==> src/rtl/muldiv_unit.sv <==
// Multi-cycle unsigned multiply/divide unit holding the architectural HI/LO registers.
// Latency: busy for WIDTH cycles after the accepting edge; done and new hi/lo follow in the next cycle.
// Backpressure: none; start is ignored while busy, and the hazard unit is expected not to issue it.
//
// Ports:
//   clk, rst_n      clock (rising edge), synchronous active-low reset
//   start, alu_op   issue request; alu_op 3 = MULTU, 4 = DIVU, anything else ignored
//   op_a, op_b      rs / rt operands
//   flush           abort the in-flight op; hi/lo keep their old values
//   busy, done      op in progress / one-cycle completion pulse
//   hi, lo          architectural HI/LO registers
module muldiv_unit #(
  parameter int WIDTH = 32
) (
  input  logic             clk,
  input  logic             rst_n,
  input  logic             start,
  input  logic [3:0]       alu_op,
  input  logic [WIDTH-1:0] op_a,
  input  logic [WIDTH-1:0] op_b,
  input  logic             flush,
  output logic             busy,
  output logic             done,
  output logic [WIDTH-1:0] hi,
  output logic [WIDTH-1:0] lo
);

  localparam int CW = (WIDTH > 1) ? $clog2(WIDTH) : 1;

  typedef enum logic {IDLE, RUN} state_t;

  state_t           state_q, state_d;
  logic [CW-1:0]    cnt_q;
  logic             is_div_q;
  // r_q/q_q form one 2*WIDTH working register:
  //   MULTU: {partial product high, multiplier shifting out / product low}
  //   DIVU : {partial remainder, dividend shifting out / quotient shifting in}
  logic [WIDTH-1:0] r_q, q_q, d_q;
  logic [WIDTH-1:0] r_nxt, q_nxt;
  logic [WIDTH-1:0] hi_q, lo_q;
  logic             done_q;

  logic             accept;
  logic             last;
  logic [WIDTH:0]   mul_sum;
  logic [WIDTH:0]   div_sh;
  logic             div_ge;
  logic [WIDTH-1:0] div_diff;

  // flush beats a coincident start so a squashed instruction never issues.
  assign accept = (state_q == IDLE) && start && !flush &&
                  ((alu_op == 4'd3) || (alu_op == 4'd4));
  assign last   = (cnt_q == CW'(WIDTH - 1));

  // State register
  always_ff @(posedge clk) begin
    if (!rst_n) state_q <= IDLE;
    else        state_q <= state_d;
  end

  // Next-state logic
  always_comb begin
    state_d = state_q;
    case (state_q)
      IDLE: if (accept) state_d = RUN;
      RUN:  if (flush || last) state_d = IDLE;
      default: state_d = IDLE;
    endcase
  end

  // Output logic
  always_comb begin
    busy = (state_q == RUN);
    done = done_q;
    hi   = hi_q;
    lo   = lo_q;
  end

  // One iteration of either algorithm.
  assign mul_sum  = {1'b0, r_q} + (q_q[0] ? {1'b0, d_q} : '0);
  assign div_sh   = {r_q, q_q[WIDTH-1]};
  // The compare needs the full WIDTH+1 bits so a remainder with its MSB set
  // still subtracts; with a zero divisor every step subtracts, giving
  // quotient all ones and remainder equal to the dividend.
  assign div_ge   = (div_sh >= {1'b0, d_q});
  // The difference is below the divisor whenever it is used, so WIDTH bits suffice.
  assign div_diff = div_sh[WIDTH-1:0] - d_q;

  always_comb begin
    r_nxt = r_q;
    q_nxt = q_q;
    if (is_div_q) begin
      r_nxt = div_ge ? div_diff : div_sh[WIDTH-1:0];
      q_nxt = {q_q[WIDTH-2:0], div_ge};
    end else begin
      r_nxt = mul_sum[WIDTH:1];
      q_nxt = {mul_sum[0], q_q[WIDTH-1:1]};
    end
  end

  // Datapath, counter and result registers
  always_ff @(posedge clk) begin
    if (!rst_n) begin
      cnt_q    <= '0;
      is_div_q <= 1'b0;
      r_q      <= '0;
      q_q      <= '0;
      d_q      <= '0;
      hi_q     <= '0;
      lo_q     <= '0;
      done_q   <= 1'b0;
    end else begin
      done_q <= 1'b0;
      if (accept) begin
        cnt_q    <= '0;
        is_div_q <= (alu_op == 4'd4);
        r_q      <= '0;
        q_q      <= (alu_op == 4'd4) ? op_a : op_b;
        d_q      <= (alu_op == 4'd4) ? op_b : op_a;
      end else if ((state_q == RUN) && !flush) begin
        r_q   <= r_nxt;
        q_q   <= q_nxt;
        cnt_q <= cnt_q + 1'b1;
        if (last) begin
          hi_q   <= r_nxt;
          lo_q   <= q_nxt;
          done_q <= 1'b1;
        end
      end
    end
  end

endmodule

==> config.mk <==
export PLATFORM = sky130hd
export DESIGN_NAME = muldiv_unit
export DESIGN_NICKNAME = d
export VERILOG_FILES = /design/src/rtl/muldiv_unit.sv
export SDC_FILE = /design/constraint.sdc
export NUM_CORES = 1
export LEC_CHECK = 0
export CORE_MARGIN = 3
export CORE_UTILIZATION = 50
export DETAILED_ROUTE_END_ITERATION = 8
export PLACE_DENSITY = 0.73
export SKIP_LAST_GASP = 1
export SLEW_MARGIN = 20
export SYNTH_ARGS = -nofsm -noshare
export SYNTH_HDL_FRONTEND = slang
export SYNTH_SLANG_ARGS = --single-unit
==> constraint.sdc <==
create_clock -name clk -period 6.9 [get_ports clk]
set_clock_uncertainty 0.1 [all_clocks]
set_input_delay 0.69 -clock clk [delete_from_list [all_inputs] [get_ports clk]]
set_output_delay 0.69 -clock clk [all_outputs]
set_load 0.1 [all_outputs]
==> run_results.csv, run 1 <==
group,metric,value,unit
run_status,status,"completed",
clock_tree,clk_path_buf_depth,2,
setup_path,crit_path_start_kind,"flop",
final_layout,area_growth,17.56,%
final_layout,n_antenna_cell,0,
drt,viasPerCell,5.951,
setup_path,crit_type,"flop to flop",
die,io_pins,138,
drt,detailedRoute.firstPassIterationCount,7,
die,coreArea,22160,µm²
clock_tree,cts_setup_buffers,0,
grt,grt_usage,0.2570,
final_layout,nFillCells,2026,
clock_tree,postCtsHoldBufs,0,
clock_tree,post_cts_resized,0,
placement,port_buffers,137,
die,die_y,157.4,µm
drt,wire_per_inst,18.03,µm
timing,setup-tns-final,0,ns
synthesis,synth_area,11450,µm²
worst_hold_path,hold_path.class,"flop to flop",
timing,fmax,252.8,MHz
drt,finalWirelength,31750,µm
final_layout,stdcell_count,1761,
clock_tree,numCtsBuffers,17,
pwr,p_per_area,171.5,nW/µm²
final_layout,drive_gt1_frac,0.05267,
clock_tree,clk_root_buffer_cell,"clkbuf_16",
setup_path,critical_path_arrival,4.15,ns
synthesis,yosysWarnings,0,
die,die_w,157.4,µm
drt,drc_errors,0,
synthesis,ys.flop_type,"dfxtp_1",
synthesis,synth_cell_types,77,
final_layout,final_common_cell,"nand2_1",
setup_path,end_kind,"flop",
grt,overflow,0,
timing,worst_slew_pin_slew,1.024,ns
timing,hold_viol,0,
drt,vias,10480,
timing,slew_viol_final,0,
synthesis,synth-seq-cells,168,
timing,min_period_over_period,0.5732,
die,start_util,0.5169,
grt,grt_pass1_vias,10010,
drt,antenna_left,0,
timing,period_needed,3.955,ns
placement,place.gp.congestion,0.9633,
clock_tree,path_clk_slew,0.07,ns
die,die_area,24760,µm²
pwr,power_leakage,6.305,nW
synthesis,syn_area_per_cell,8.188,µm²
clock_tree,h-tree-depth,4,
grt,grt_pass1_wl,51380,µm
grt,antenna_found_initial,0,
placement,place.detailed.hpwl,23020,µm
timing,slew_headroom,0.3170,
synthesis,syn_nets,1539,
timing,rsz0062_at_grt,"no",
synthesis,synth_cells,1399,
synthesis,yosysSeqAreaShare,0.2936,
synthesis,synth_enable_flop_cells,0,
setup_path,critical_path.max_fanout,16,
final_layout,mostFrequentLayoutCells,"nand2_1, dfxtp_1, clkdlybuf4s50_1",
final_layout,nets,1608,
clock_tree,cts_tree,"done",
timing,setup_violations,0,
clock_tree,clock_latency,0.44,ns
drt,drt_iter0_drc,710,
synthesis,async_flop_share,0,
flow_run,max_cap_viol_count,0,
clock_tree,cts.sinks,168,
die,row_count,54,
grt,grt_max_degree,103,
setup_path,required,7.10,ns
placement,place_inst,1729,
pwr,ir_drop,0.0001654,V
## worst paths after layout
check / from / end / slack [ns] / cells after the start
worst max-delay path: q_q[0] / r_q[23] / 2.94 / 13
worst min register to register: hi[14] / hi[14] / 0.36 / 2
worst max register to register: q_q[0] / r_q[23] / 2.94 / 13
worst min-delay path: hi[14] / hi[14] / 0.36 / 2
## cells by family (layout without fill, tap and decap cells)
group | after synthesis | in the layout | synth area share
AND/OR/NAND/NOR | 389 | 389 | 0.1553
XOR/XNOR | 55 | 55 | 0.04205
AO/OA/AOI/OAI | 466 | 466 | 0.2869
multiplexers | 108 | 108 | 0.09514
flip-flops | 168 | 168 | 0.2936
buffers and inverters | 145 | 227 | 0.05134
adder cells (fa/ha/maj) | 68 | 68 | 0.07559
## report_power, final
part	switching [mW]	total (mW)	internal, mW
sequential	0.0123	0.991	0.978
clock	0.464	0.957	0.493
combinational	0.207	0.361	0.154
total	0.683	2.31	1.63
## sequential cells by signal (all words and copies together) (netlist names)
signal / flops
r_q: 32
lo: 32
d_q: 32
is_div_q: 1
cnt_q: 5
q_q: 32
done: 1
busy: 1
hi: 32
## metal layers
metal | global-route usage | part of all wire
met4 | 0.07273 | 0.018
met2 | 0.4182 | 0.46
met1 | 0.3536 | 0.47
met5 | 0 | 0
met3 | 0.04124 | 0.050
## stage by stage
stage          total power [mW]  hold slack [ns]  setup WS (ns)  cell area [µm²]    util
3_3_place_gp              1.371           0.3407          3.137            12870  0.5810
5_1_grt                   2.399           0.3748          2.777            13470  0.6077
2_1_floorplan             1.280           0.3406          3.629            11450       -
6_report                  2.309           0.3551          2.945            13470  0.6077
3_5_place_dp              1.372           0.3481          3.037            12870  0.5810
4_1_cts                   2.327           0.3577          2.981            13470  0.6077
## synth_stat cells, types with 37 or more instances
cell type,instances,area [µm²]
a21o_1,37,277.8
a21oi_1,94,470.5
and2_1,38,237.7
clkbuf_1,88,330.3
dfxtp_1,168,3363
ha_1,66,825.8
inv_1,47,176.4
mux2i_1,104,1041
nand2_1,201,754.5
nand3_1,39,195.2
nor2_1,46,172.7
o211a_1,96,960.9
o21ai_0,130,650.6
## cell type report
cell class / instances / area [µm²] / area share
clock buffer: 18 / 439.2 / 0.03261
sequential: 168 / 3367 / 0.2500
timing repair buffer: 148 / 1451 / 0.1078
tap: 280 / 350.3 / 0.02601
clock inverter: 14 / 152.6 / 0.01134
multi-input combinational: 1086 / 7530 / 0.5591
inverter: 47 / 176.4 / 0.01310
## critical path, cell delays in order (launching register included)
cell and delay [ns]:
dfxtp_1 0.63, and2_1 0.21, ha_1 0.22, fa_1 0.25, a211oi_1 0.10, o211ai_1 0.36, a211oi_1 0.13, o31a_1 0.34
o31ai_1 0.33, a31oi_1 0.22, o21ai_0 0.46, xor2_1 0.14, o21ai_0 0.23, a21oi_1 0.10
(Power assumes the default switching activity.)
==> run 2: changes to the inputs <==
--- a/config.mk
+++ b/config.mk
@@ -8,7 +8,7 @@
 export CORE_MARGIN = 3
 export CORE_UTILIZATION = 50
 export DETAILED_ROUTE_END_ITERATION = 8
-export PLACE_DENSITY = 0.73
+export PLACE_DENSITY = 0.76
 export SKIP_LAST_GASP = 1
 export SLEW_MARGIN = 20
 export SYNTH_ARGS = -nofsm -noshare
==> constraint.sdc (replaced) <==
create_clock -name clk -period 3.2 [get_ports clk]
set_clock_uncertainty 0.1 [all_clocks]
set_input_delay 0.32 -clock clk [delete_from_list [all_inputs] [get_ports clk]]
set_output_delay 0.32 -clock clk [all_outputs]
set_load 0.1 [all_outputs]
==> run_results.csv, run 2 (synthesis gave the netlist of run 1 again) <==
group,metric,value,unit
final_layout,register_area,3377,µm²
setup_path,r2r_start,"q_q[0]",
pwr,p_sw_frac,0.3004,
timing,min_period_over_period,1.052,
grt,grt_max_degree,82,
die,start_util,0.5169,
timing,rsz0062_at_grt,"yes",
worst_hold_path,hold_start,"rst_n",
final_layout,area_growth,29.01,%
die,coreArea,22160,µm²
grt,grt_usage,0.2731,
run_status,status,"finished with violations",
setup_path,critical_path.max_fanout,12,
die,row_count,54,
grt,overflow,0,
setup_path,critPathLaunch,"q_q[0]",
placement,place_inst,1818,
timing,period_needed,3.365,ns
drt,drc_errors,0,
clock_tree,numCtsBuffers,17,
pwr,p_int,3.646,mW
drt,viasPerCell,5.974,
timing,fmax,297.2,MHz
final_layout,final_common_cell,"nand2_1",
final_layout,final_core_util,0.6668,
drt,finalWirelength,34640,µm
run_status,violations,"setup timing",
timing,slew_viol_final,0,
drt,wire_per_inst,18.55,µm
pwr,power_leakage,6.960,nW
clock_tree,cts_tree,"done",
clock_tree,postCtsHoldBufs,0,
clock_tree,cts.sinks,168,
setup_path,crit_type,"flop to flop",
timing,hold_viol,0,
setup_path,end_kind,"flop",
timing,slew_headroom,0.3377,
placement,place.gp.congestion,0.9376,
final_layout,drive_gt1_frac,0.1651,
final_layout,stdcell_area,14780,µm²
timing,worst_slew_pin_slew,0.9904,ns
final_layout,nFillCells,1850,
drt,drt_iter0_drc,856,
drt,detailedRoute.firstPassIterationCount,6,
setup_path,required,3.43,ns
final_layout,nets,1714,
placement,detailedPlace.worstSlack,-0.2878,ns
pwr,p_per_area,352.6,nW/µm²
pwr,p_seq_frac,0.409,
final_layout,stdcell_count,1867,
pwr,power,5.211,mW
clock_tree,clk_path_buf_depth,2,
clock_tree,clock_latency,0.44,ns
flow_run,max_cap_viol_count,0,
die,die_w,157.4,µm
grt,antenna_found_initial,0,
grt,grt_pass1_vias,10710,
final_layout,multi_input_area,7950,µm²
pwr,clkPwrFrac,0.401,
placement,dpl_cell_area,13590,µm²
setup_path,critical_path_arrival,3.60,ns
setup_path,crit_path_start_kind,"flop",
clock_tree,path_clk_slew,0.07,ns
die,die_y,157.4,µm
placement,port_buffers,137,
placement,place.detailed.hpwl,25220,µm
timing,fin_ws,-0.1651,ns
grt,grt_pass1_wl,54520,µm
die,die_area,24760,µm²
timing,setup_violations,9,
worst_hold_path,hold_path.class,"input pin to flop",
pwr,ir_drop,0.0002959,V
clock_tree,clk_root_buffer_cell,"clkbuf_16",
clock_tree,h-tree-depth,4,
drt,antenna_left,0,
drt,vias,11150,
final_layout,n_antenna_cell,0,
pwr,p_comb_frac,0.190,
pwr,switchingPower,1.565,mW
die,io_pins,138,
final_layout,mostFrequentLayoutCells,"nand2_1, dfxtp_1, buf_4",
run 2: what timing repair did:
action,4_1_cts,5_1_grt
setup endpoints to repair,22,61
pin swaps,27,46
cloned,1,1
buffers inserted,4,12
gates resized for setup,44,64
run 2: power by group through the flow:
stage | registers (mW) | logic [mW] | clock network (mW)
6_report | 2.13 | 0.988 | 2.09
5_1_grt | 2.13 | 1.06 | 2.18
4_1_cts | 2.13 | 0.881 | 2.10
3_5_place_dp | 2.18 | 0.868 | 0
3_3_place_gp | 2.18 | 0.861 | 0
2_1_floorplan | 2.17 | 0.589 | 0
run 2: area by class of cell:
cell class / count / area share
Clock buffer: 18 / 0.02972
Clock inverter: 14 / 0.009737
Inverter: 47 / 0.01194
Multi-Input combinational cell: 1086 / 0.5380
Sequential cell: 168 / 0.2285
Tap cell: 280 / 0.02371
Timing Repair Buffer: 254 / 0.1584
run 2: final timing paths:
| check | endpoint | slack [ns] | depth (start not counted) |
|---|---|---|---|
| setup / recovery | r_q[30] | -0.17 | 15 |
| hold reg to reg | hi[28] | 0.36 | 2 |
| hold / removal | lo[0] | 0.09 | 2 |
| setup reg to reg | r_q[30] | -0.17 | 15 |
run 2: metal layers:
| metal | up-vias | wire, µm | GRT usage |
|---|---|---|---|
| li1 | 5417 | - | - |
| met1 | 5302 | 15690 | 0.3766 |
| met2 | 384 | 15890 | 0.4409 |
| met3 | 51 | 2305 | 0.04097 |
| met4 | 0 | 755 | 0.08678 |
| met5 | - | 0 | 0 |
run 2: worst max-delay path, cell delays in order (launching register included):
cell      delay [ns]
dfxtp_4         0.35
buf_6           0.13
buf_4           0.14
buf_4           0.17
and2_1          0.17
ha_1            0.28
and3_1          0.19
nand2_1         0.11
o211ai_2        0.09
a31oi_1         0.22
o21ai_2         0.12
a311o_2         0.42
a221oi_2        0.27
mux2i_1         0.25
nand4_1         0.11
o211a_1         0.13
run 2: through the flow:
| step | setup TNS [ns] | hold slack (ns) |
|---|---|---|
| floorplan | 0 | 0.3406 |
| global placement | -1.749 | 0.3454 |
| detailed placement | -3.125 | 0.3603 |
| CTS | -0.3443 | 0.07384 |
| global route | -3.247 | 0.09249 |
| finish | -0.6340 | 0.08807 |
